`src/rtl/mux21_arb.sv`:
```
// mux21_arb: two-requester burst arbiter steering a 2:1 mux; `define MUX21_ARB_FIXED_PRIO_EN makes A always win
module mux21_arb #(
    parameter int WIDTH     = 8,
    parameter int MAX_BURST = 4
) (
    input  logic             clk,
    input  logic             rst,
    input  logic             a_valid,
    input  logic [WIDTH-1:0] a_data,
    output logic             a_ready,
    input  logic             b_valid,
    input  logic [WIDTH-1:0] b_data,
    output logic             b_ready,
    output logic             y_valid,
    output logic [WIDTH-1:0] y_data,
    input  logic             y_ready,
    output logic             sel,
    output logic             busy
);
    localparam int CW = $clog2(MAX_BURST + 1);
    localparam logic [CW-1:0] CNT_LAST = CW'(MAX_BURST - 1);
    typedef enum logic [1:0] {IDLE, GNT_A, GNT_B} state_t;
    state_t state, state_nx;
    logic last, last_nx, sel_nx, own_b, own_v, xfer, full, rel, go, arb_last, pick_b;
    logic [CW-1:0] cnt, cnt_nx;
    assign own_b   = state == GNT_B;
    assign busy    = state != IDLE;
    assign own_v   = own_b ? b_valid : a_valid;
    assign y_valid = busy & own_v;
    assign a_ready = (state == GNT_A) & y_ready;
    assign b_ready = own_b & y_ready;
    assign y_data  = sel ? b_data : a_data;
    assign xfer    = y_valid & y_ready;
    assign full    = xfer & (cnt == CNT_LAST);
    assign rel     = busy & (full | ~own_v);
    assign go      = ~busy | rel;
    // On release the owner counts as most recent, so the same pick logic serves IDLE and hand-over
    assign arb_last = busy ? own_b : last;
`ifdef MUX21_ARB_FIXED_PRIO_EN
    assign pick_b = ~a_valid;
`else
    assign pick_b = b_valid & (~a_valid | ~arb_last);
`endif
    always_comb begin
        state_nx = !go ? state : !(a_valid | b_valid) ? IDLE : pick_b ? GNT_B : GNT_A;
        sel_nx   = state_nx == IDLE ? sel : state_nx == GNT_B;
        last_nx  = rel ? own_b : last;
        cnt_nx   = go ? '0 : xfer ? cnt + 1'b1 : cnt;
    end
    always_ff @(posedge clk or posedge rst) begin
        if (rst) begin
            state <= IDLE;
            sel   <= 1'b0;
            last  <= 1'b1;
            cnt   <= '0;
        end else begin
            state <= state_nx;
            sel   <= sel_nx;
            last  <= last_nx;
            cnt   <= cnt_nx;
        end
    end
endmodule

```
`config.mk`:
```
export PLATFORM = sky130hd
export DESIGN_NAME = mux21_arb
export DESIGN_NICKNAME = d
export VERILOG_FILES = /design/src/rtl/mux21_arb.sv
export SDC_FILE = /design/constraint.sdc
export NUM_CORES = 1
export LEC_CHECK = 0
export ABC_AREA = 1
export CAP_MARGIN = 20
export CORE_UTILIZATION = 39
export DETAILED_ROUTE_END_ITERATION = 10
export PLACE_DENSITY_LB_ADDON = 0.1
export SYNTH_ARGS = -nofsm -noshare
export SYNTH_HDL_FRONTEND = slang
export SYNTH_SLANG_ARGS = --single-unit
```
`constraint.sdc`:
```
create_clock -name clk -period 3.7 [get_ports clk]
set_clock_uncertainty 0.1 [all_clocks]
set_input_delay 1.11 -clock clk [delete_from_list [all_inputs] [get_ports clk]]
set_output_delay 1.11 -clock clk [all_outputs]
set_load 0.02 [all_outputs]
```
==> impl_metrics.json <==
{
  "power.total_w": 0.000680,
  "hold_path_end": "cnt[0]",
  "fillers": 117,
  "dp_slack_ps": -37.8,
  "worst_hold_startpoint": "cnt[0]",
  "cp_common_cell": "clkdlybuf4s50_1",
  "multiInputGateArea_um2": 339,
  "synth_fp_nets": 105,
  "fin_setup_tns_ps": 0,
  "layout_setup_ws_ps": 94.6,
  "slowest_delay_ps": 600,
  "cp-end-kind": "primary output",
  "drv_slew": 0,
  "gr-usage-all-layers": 0.186,
  "hold_violations": 0,
  "grtUsageMet3": 0.0500,
  "initial_core_util": 0.430,
  "grt_max_degree": 11,
  "drive_above_1_share": 0.182,
  "crit_slowest_cell": "clkdlybuf4s50_1",
  "synth_flop_cell": "dfrtp_1",
  "critical_path_class": "in -> out",
  "synth.avg_cell_area_um2": 7.08,
  "critPathRequiredTime_ps": 2490,
  "clk_pin_slew_ps": 40,
  "fin_cells": 136,
  "htree_levels": 1,
  "drc": 0,
  "first_pass_iters": 4,
  "io_buffers": 33,
  "routed_wl_um": 1440,
  "cts-root-buf": "clkbuf_4",
  "finish.utilization": 0.719,
  "wl_per_cell_um": 10.6,
  "areaGrowthSynthToFinish_pct": 67.2,
  "antennaDiodeCount": 0,
  "p_per_area_nw_per_um2": 700,
  "path_cells": "clkdlybuf4s50_1, inv_2, nor2_1, clkdlybuf4s50_1",
  "r2r_end": "sel",
  "met2_usage": 0.321,
  "rows": 13,
  "ff2ff_path_depth": 8,
  "drtAntennaViolNets": 0,
  "synth_area_um2": 581,
  "cts-buffers-inserted": 3,
  "clockBufferDepth": 2,
  "vias": 627,
  "grt_pass1_wl_um": 1990,
  "finalCritPeriodShare": 0.974,
  "setup.worst_path.start_class": "input pin",
  "synth-seq-cells": 7,
  "viasPerCell": 4.61,
  "grt_pass1_vias": 524,
  "dp_hpwl_um": 1190,
  "peakVddDrop_mv": 0.452,
  "antenna_found_initial": 0,
  "dp_cells": 132,
  "status": "complete, no violations",
  "cp_max_fo": 3,
  "postSynth.asyncResetShare": 1.00,
  "timing.rr.start": "cnt[0]",
  "timing.slew.headroom": 0.734,
  "final_nets": 145,
  "max_freq_mhz": 277,
  "insertion_delay_ps": 250,
  "die_w_um": 40.6,
  "p_leak_nw": 0.499,
  "routabilityCongestion": 0.665,
  "syn_inst": 82,
  "cts_tree": "built",
  "ioPinCount": 34,
  "ys_warn_count": 0,
  "rsz0062_at_grt": "false",
  "ys_seq_area_frac": 0.304,
  "final-setup-viol-count": 0,
  "gr-max-usage-layer": "met2",
  "min_period_ps": 3610,
  "drt_iter0_drc": 12,
  "synth.distinct_cells": 23,
  "core_area_um2": 1350,
  "hold_class": "reg -> reg",
  "die_h_um": 40.6,
  "overflow": 0,
  "hold_depth": 1,
  "globalRouteMet1Util": 0.224,
  "post_cts_buffers": 0,
  "worst_slew_pin_slew_ps": 399,
  "synth-edff-count": 0,
  "regArea_um2": 176,
  "numClockSinks": 7,
  "rrSetupSlack_ps": 2170,
  "die_area_um2": 1650,
  "arrival_ps": 2400,
  "cap_violations": 0
}
==> worst max path at each step <==
stage,startpoint,to,slack [ps]
after floorplan,y_ready,a_ready,860
after global placement,b_valid,y_valid,-9
after detailed placement,a_valid,y_valid,-40
after CTS,y_ready,a_ready,40
after global routing,y_ready,b_ready,30
final,y_ready,b_ready,90
==> kinds of logic (layout without fill, tap and decap cells) <==
kind of cell,Yosys count,after routing,synth area share
simple gates,48,48,0.416
compound gates,10,10,0.125
flops,7,7,0.304
fa+ha+maj,2,2,0.0431
buf+inv,15,54,0.112
==> metal layers <==
| metal | share of wire | routed length, µm |
|---|---|---|
| met1 | 0.43 | 619 |
| met2 | 0.53 | 755 |
| met3 | 0.043 | 62 |
| met4 | 0 | 0 |
| met5 | 0 | 0 |
==> power breakdown <==
part	internal [W]	total [W]	switching (W)
clock network	0.0000411	0.0000687	0.0000276
registers	0.000110	0.000159	0.0000497
logic	0.000203	0.000452	0.000249
==> cells in the final DEF, fill, tap and decap left out <==
cell type,count
o21ai_0,1
nor2_4,1
a21oi_1,3
nor2_2,1
nand2_4,1
o211ai_2,2
clkbuf_1,1
nor2_8,1
nand2_2,3
nor3_1,1
nand3_1,5
clkbuf_4,3
buf_4,4
dlygate4sd2_1,1
dfrtp_1,6
dlymetal6s2s_1,1
nand3_2,2
nor2_1,4
ha_1,2
clkinv_1,1
o21ai_1,3
inv_2,2
nand2_1,29
o31ai_2,1
inv_1,10
dfstp_2,1
clkdlybuf4s50_1,31
==> stage by stage <==
stage | hold slack (ps) | instance area [µm²]
finish | 393 | 971
global route | 428 | 971
CTS | 403 | 968
detailed placement | 394 | 943
global placement | 386 | 943
floorplan | 351 | 581
==> registers in the layout (all words and copies together), names as in the netlist <==
| signal | flops |
|---|---|
| last | 1 |
| sel | 1 |
| state | 2 |
| cnt | 3 |
==> critical path: cells and delay by family <==
kind | cells | cell delay [ps]
buffers and inverters | 3 | 1170
and+or+nand+nor | 1 | 100
==> layout make-up <==
cell class / count / share of cell area
inverters: 13 / 0.0503
multi-input cells: 60 / 0.349
flip-flops and latches: 7 / 0.182
repair buffers: 37 / 0.372
well taps: 15 / 0.0193
clock buffers: 4 / 0.0271
==> cell usage after synthesis (2+ instances only) <==
master | n | share of area
a21oi_1 | 3 | 0.026
nand2_1 | 29 | 0.19
o211ai_2 | 2 | 0.043
nor2_1 | 4 | 0.026
dfrtp_1 | 6 | 0.26
nand2_2 | 3 | 0.032
nand3_1 | 5 | 0.043
o21ai_1 | 3 | 0.026
inv_1 | 10 | 0.065
inv_2 | 2 | 0.013
nand3_2 | 2 | 0.034
ha_1 | 2 | 0.043
==> repair_timing <==
action                     4_1_cts  5_1_grt
pin swaps                        0        0
gates resized for setup          1        1
cloned                           0        0
hold buffers                     0        0
setup endpoints to repair        1        1
Power figures use the tool's default switching activity.
